[config.mk]
export PLATFORM = sky130hd
export DESIGN_NAME = seq_det_param_flat
export DESIGN_NICKNAME = d
export VERILOG_FILES = /design/src/rtl/seq_det_pkg.sv /design/src/rtl/seq_det_param_if.sv /design/src/rtl/sat_counter.sv /design/src/rtl/seq_det_param.sv /design/src/flat_wrapper.sv
export SDC_FILE = /design/constraint.sdc
export NUM_CORES = 1
export LEC_CHECK = 0
export BUFFER_PORTS_ARGS = -buffer_cell sky130_fd_sc_hd__buf_2
export CORE_MARGIN = 2
export CORE_UTILIZATION = 50
export DETAILED_ROUTE_END_ITERATION = 7
export MAX_ROUTING_LAYER = met4
export PLACE_DENSITY = 0.74
export RECOVER_POWER = 50
export SLEW_MARGIN = 20
export SYNTH_ARGS = -nofsm -noshare
export SYNTH_HDL_FRONTEND = slang
export SYNTH_SLANG_ARGS = --single-unit
[constraint.sdc]
create_clock -name clk -period 3.8 [get_ports clk]
set_input_delay 0.76 -clock clk [delete_from_list [all_inputs] [get_ports clk]]
set_output_delay 0.76 -clock clk [all_outputs]
set_load 0.01 [all_outputs]
[src/rtl/seq_det_pkg.sv]
// -----------------------------------------------------------------------------
// seq_det_pkg
// Shared constants and helpers for the parametrised serial pattern detector.
//   OVL_ON / OVL_OFF : matching mode selectors (overlap / restart after match)
//   PAT_101          : default 3-bit pattern
//   fill_width()     : width of a counter that must hold 0..pat_w
// -----------------------------------------------------------------------------
package seq_det_pkg;

    localparam logic       OVL_ON  = 1'b1;
    localparam logic       OVL_OFF = 1'b0;
    localparam logic [2:0] PAT_101 = 3'b101;

    // Number of bits needed to count valid history bits from 0 up to pat_w.
    function automatic int fill_width(input int pat_w);
        return $clog2(pat_w + 1);
    endfunction

endpackage

[src/rtl/seq_det_param_if.sv]
// -----------------------------------------------------------------------------
// seq_det_param_if
// Bundles the detector's data/control inputs and its result outputs.
//   en, x       : sample qualifier and serial bit
//   pat_load    : load pat_in into the pattern register
//   pat_in      : new pattern (MSB received first)
//   cnt_clr     : clear match counter and saturation flag
//   z           : one-cycle match pulse
//   match_cnt   : saturating match count
//   cnt_sat     : sticky "counter reached all-ones"
// master = stimulus side, slave = detector side.
// -----------------------------------------------------------------------------
interface seq_det_param_if #(
    parameter int PAT_W = 3,
    parameter int CNT_W = 8
);
    logic             en;
    logic             x;
    logic             pat_load;
    logic [PAT_W-1:0] pat_in;
    logic             cnt_clr;
    logic             z;
    logic [CNT_W-1:0] match_cnt;
    logic             cnt_sat;

    modport master (
        output en, x, pat_load, pat_in, cnt_clr,
        input  z, match_cnt, cnt_sat
    );

    modport slave (
        input  en, x, pat_load, pat_in, cnt_clr,
        output z, match_cnt, cnt_sat
    );
endinterface

[src/rtl/sat_counter.sv]
// -----------------------------------------------------------------------------
// sat_counter
// Saturating up-counter with a sticky saturation flag.
//   clk, rst : clock, synchronous active-high reset
//   inc      : count one event
//   clr      : zero count and flag (wins over inc)
//   cnt      : current count, holds at all-ones
//   sat      : set once cnt reaches all-ones, cleared only by rst/clr
// -----------------------------------------------------------------------------
module sat_counter
    import seq_det_pkg::*;
#(
    parameter int W = 8
) (
    input  logic         clk,
    input  logic         rst,
    input  logic         inc,
    input  logic         clr,
    output logic [W-1:0] cnt,
    output logic         sat
);

    localparam logic [W-1:0] ONES = '1;

    logic [W-1:0] r_cnt;
    logic         r_sat;
    logic [W-1:0] w_cnt_inc;

    assign w_cnt_inc = r_cnt + 1'b1;

    always_ff @(posedge clk) begin
        if (rst) begin
            r_cnt <= '0;
            r_sat <= 1'b0;
        end else if (clr) begin
            r_cnt <= '0;
            r_sat <= 1'b0;
        end else if (inc && (r_cnt != ONES)) begin
            r_cnt <= w_cnt_inc;
            // Flag rises together with the count reaching all-ones.
            if (w_cnt_inc == ONES) begin
                r_sat <= 1'b1;
            end
        end
    end

    assign cnt = r_cnt;
    assign sat = r_sat;

endmodule

[src/rtl/seq_det_param.sv]
// -----------------------------------------------------------------------------
// seq_det_param
// Serial bit-pattern detector with runtime pattern reload, overlap or
// restart-after-match modes, sample enable and a saturating match counter.
//   clk, rst : clock, synchronous active-high reset
//   bus      : seq_det_param_if.slave (en, x, pat_load, pat_in, cnt_clr in;
//              z, match_cnt, cnt_sat out)
// -----------------------------------------------------------------------------
module seq_det_param
    import seq_det_pkg::*;
#(
    parameter int               PAT_W   = 3,
    parameter logic [PAT_W-1:0] PATTERN = PAT_101,
    parameter logic             OVERLAP = OVL_ON,
    parameter int               CNT_W   = 8
) (
    input  logic          clk,
    input  logic          rst,
    seq_det_param_if.slave bus
);

    localparam int               FILL_W    = fill_width(PAT_W);
    localparam logic [FILL_W-1:0] FILL_FULL = FILL_W'(PAT_W);

    logic [PAT_W-1:0]  r_hist;
    logic [FILL_W-1:0] r_fill;
    logic [PAT_W-1:0]  r_pat;
    logic              r_z;

    logic [PAT_W-1:0]  w_hist_nxt;
    logic [FILL_W-1:0] w_fill_nxt;
    logic              w_match;

    assign w_hist_nxt = {r_hist[PAT_W-2:0], bus.x};
    assign w_fill_nxt = (r_fill == FILL_FULL) ? r_fill : r_fill + 1'b1;

    // A match needs a full window of valid bits; this is what keeps an
    // all-zeros pattern from firing straight out of reset.
    assign w_match = bus.en && !bus.pat_load &&
                     (w_fill_nxt == FILL_FULL) && (w_hist_nxt == r_pat);

    always_ff @(posedge clk) begin
        if (rst) begin
            r_hist <= '0;
            r_fill <= '0;
            r_pat  <= PATTERN;
            r_z    <= 1'b0;
        end else if (bus.pat_load) begin
            // The bit sampled alongside a reload is dropped; detection restarts.
            r_pat  <= bus.pat_in;
            r_fill <= '0;
            r_z    <= 1'b0;
        end else if (bus.en) begin
            r_hist <= w_hist_nxt;
            r_fill <= (w_match && (OVERLAP == OVL_OFF)) ? '0 : w_fill_nxt;
            r_z    <= w_match;
        end else begin
            r_z    <= 1'b0;
        end
    end

    sat_counter #(
        .W (CNT_W)
    ) u_cnt (
        .clk (clk),
        .rst (rst),
        .inc (w_match),
        .clr (bus.cnt_clr),
        .cnt (bus.match_cnt),
        .sat (bus.cnt_sat)
    );

    assign bus.z = r_z;

endmodule

[src/flat_wrapper.sv]
// flat-port wrapper written by rule: the top's interface ports become plain ports
module seq_det_param_flat import seq_det_pkg::*;
#(
    parameter int               PAT_W   = 3,
    parameter logic [PAT_W-1:0] PATTERN = PAT_101,
    parameter logic             OVERLAP = OVL_ON,
    parameter int               CNT_W   = 8
)
  (clk, rst, bus_en, bus_x, bus_pat_load, bus_pat_in, bus_cnt_clr, bus_z, bus_match_cnt, bus_cnt_sat);
  seq_det_param_if #(.PAT_W(PAT_W), .CNT_W(CNT_W)) bus_i ();
  input  logic clk;
  input  logic rst;
  input wire logic [$bits(bus_i.en)-1:0] bus_en;
  input wire logic [$bits(bus_i.x)-1:0] bus_x;
  input wire logic [$bits(bus_i.pat_load)-1:0] bus_pat_load;
  input wire logic [$bits(bus_i.pat_in)-1:0] bus_pat_in;
  input wire logic [$bits(bus_i.cnt_clr)-1:0] bus_cnt_clr;
  output wire logic [$bits(bus_i.z)-1:0] bus_z;
  output wire logic [$bits(bus_i.match_cnt)-1:0] bus_match_cnt;
  output wire logic [$bits(bus_i.cnt_sat)-1:0] bus_cnt_sat;
  assign bus_i.en = bus_en;
  assign bus_i.x = bus_x;
  assign bus_i.pat_load = bus_pat_load;
  assign bus_i.pat_in = bus_pat_in;
  assign bus_i.cnt_clr = bus_cnt_clr;
  assign bus_z = bus_i.z;
  assign bus_match_cnt = bus_i.match_cnt;
  assign bus_cnt_sat = bus_i.cnt_sat;
  seq_det_param #(.PAT_W(PAT_W), .PATTERN(PATTERN), .OVERLAP(OVERLAP), .CNT_W(CNT_W)) u_core (.clk(clk), .rst(rst), .bus(bus_i));
endmodule
==> results.yml <==
synthesis:
  synth_edf_count: 0
  netlist.area_leader.share_pct: 39.1
  avgSynthCellArea_um2: 9.35
  synth_top_cell_by_area: "dfxtp_1"
  synth.area.top_cells: "dfxtp_1, xnor2_1, nor2_1"
  ys.warnings.count: 0
  synth_flop_cell: "dfxtp_1"
  syn_nets: 104
  ys_types: 37
  post-synth-top-count-cell: "dfxtp_1"
  ys_ff_latch: 17
  synthArstFlopShare_pct: 0
  ys_seq_area_share_pct: 39.1
  yosys-top-cells-count: "dfxtp_1, nor2_1, nand2_1"
  postSynthCellCount: 93
  synth_area_um2: 870
drt:
  drt_iter0_markers: 20
  wire_per_inst_um: 13.4
  vias_per_cell: 6.00
  routed_wirelength_um: 1720
  dr_wl_met2_um: 800
  drcViolationCount: 0
  ant_nets: 0
  firstDrtPassIters: 4
  wl_met1_um: 784
  wl_met3_um: 108
  top_layer_used: "met4"
  num_vias: 768
cells_and_area:
  fin_nets: 123
  antenna_cells: 0
  drive_gt1_share_pct: 22.5
  area_delta_synth_final_pct: 11.9
  n_fill_cell: 166
timing:
  worst_clock_skew_ns: 0.00945
  period_share_pct: 50.5
  setup_viol_count_final: 0
  setup_slack_ns: 1.88
  max_slew_margin_pct: 65.6
  post-route-min-period_ns: 1.92
  tns_ns: 0
  hold_viol_final: 0
  fmax_mhz: 521
  whs_ns: 0.470
  rsz0062_at_grt: "false"
  tightest_slew_ns: 0.512
  slew_viol_final: 0
clocking:
  cts_tree: "built"
  cts_max_level: 1
  cts.sinks: 17
  worstSkewPairLatency_ns: 0.30
  post_cts_resized: 0
  cts_setup_buffers: 0
  hold_buffers: 0
  cts_made_buffers: 3
  clk_path_buf_depth: 2
  path_clk_slew_ns: 0.09
  root_buffer: "clkbuf_4"
floorplan:
  io_pins: 19
  start_util_pct: 51.5
  rows: 15
  dieArea_um2: 2090
  core_area_um2: 1690
  dieHeight_um: 45.7
  die_width_um: 45.7
power:
  power_mw: 0.301
  p_leak_nw: 0.367
  p_per_area_nw_per_um2: 310
  ir_worst_vdd_v: 0.000215
setup_path:
  rrSetupSlack_ns: 1.88
  path_class: "register to register"
  critPathLaunchType: "register"
  end_kind: "register"
  cp_max_fo: 7
  rr_worst_depth: 5
  worstPathRequired_ns: 4.00
  cp.arrival_ns: 2.12
global_route:
  grt_pass1_vias: 647
  grt_max_degree: 12
  antenna_found_initial: 0
  grt_pass1_wl_um: 2820
  grt_usage_pct: 19.9
  grt-ovfl-total: 0
place:
  portBuffers: 18
  place.gp.congestion: 0.805
  dp_slack_ns: 1.74
  hpwl_um: 1300
min_path:
  hold_path_class: "register to register"
  holdPathStages: 1
flow_run:
  maxCapViolCount: 0
status:
  outcome: "complete, no violations"
## per-layer routing
| metal | vias to the layer above | track usage (%) |
|---|---|---|
| li1 | 385 | - |
| met1 | 356 | 24.1 |
| met2 | 23 | 30.4 |
| met3 | 4 | 7.14 |
| met4 | 0 | 6.86 |
| met5 | - | - |
## worst max-delay path: stages (launching register included)
cell     delay, ns
dfxtp_1       0.43
ha_1          0.29
nand3_2       0.16
nor3_1        0.48
nor2_1        0.21
a31o_2        0.27
## worst paths after layout
kind | startpoint | end
worst min-delay path | u_core.u_cnt.sat | u_core.u_cnt.sat
worst max-delay path | u_core.u_cnt.cnt[1] | u_core.u_cnt.cnt[2]
worst min register to register | u_core.u_cnt.sat | u_core.u_cnt.sat
worst max register to register | u_core.u_cnt.cnt[1] | u_core.u_cnt.cnt[2]
## logic make-up (layout without fill, tap and decap cells)
logic type | Yosys count | after routing | share of synthesized area (%)
AOI/OAI and AO/OA | 20 | 20 | 17.8
xor gates and xnor gates | 6 | 6 | 6.04
adders and majority gates | 2 | 2 | 2.88
buffers and inverters | 5 | 23 | 3.02
DFF | 17 | 17 | 39.1
muxes | 3 | 3 | 3.45
and+or+nand+nor | 40 | 40 | 27.6
## placed cells by master, fill, tap and decap left out, types with 2 or more instances in the layout
cell type,n
or3_1,3
clkbuf_4,3
o311ai_0,2
clkbuf_1,7
xnor2_1,5
mux2i_1,3
and2b_2,2
and3_1,2
nand3_1,3
a21oi_1,5
a211o_2,2
nand2_1,6
o21ai_0,2
ha_1,2
dfxtp_1,17
nor2_1,10
buf_2,12
o31ai_1,2
nor3_1,4
## per-stage QoR
step,util [%],instance area (µm²),cells
2_1_floorplan,-,870,93
3_3_place_gp,56.7,958,124
3_5_place_dp,56.7,958,124
4_1_cts,58.3,985,128
5_1_grt,57.6,973,128
6_report,57.6,973,128
## sequential cells by signal, indices dropped and copies added (netlist names)
register,flops
u_core.r_fill,2
u_core.bus.z,1
u_core.r_pat,3
u_core.r_hist,2
u_core.u_cnt.cnt,8
u_core.u_cnt.sat,1
## layout make-up
type	instances	area [µm²]	share of cell area (%)
multi-input combinational	71	499	51.3
inverter	1	3.75	0.386
clock buffer	4	26.3	2.70
timing repair buffer	18	82.6	8.48
sequential	17	340	35.0
tap	17	21.3	2.19
## where the power goes
group          internal (mW)  switching (mW)  leakage (nW)
Combinational         0.0109          0.0125         0.214
Clock                 0.0410          0.0530        0.0150
Sequential             0.182         0.00247         0.138
Total                  0.233          0.0680         0.367
Note: power is estimated with default switching activity, not from simulation.
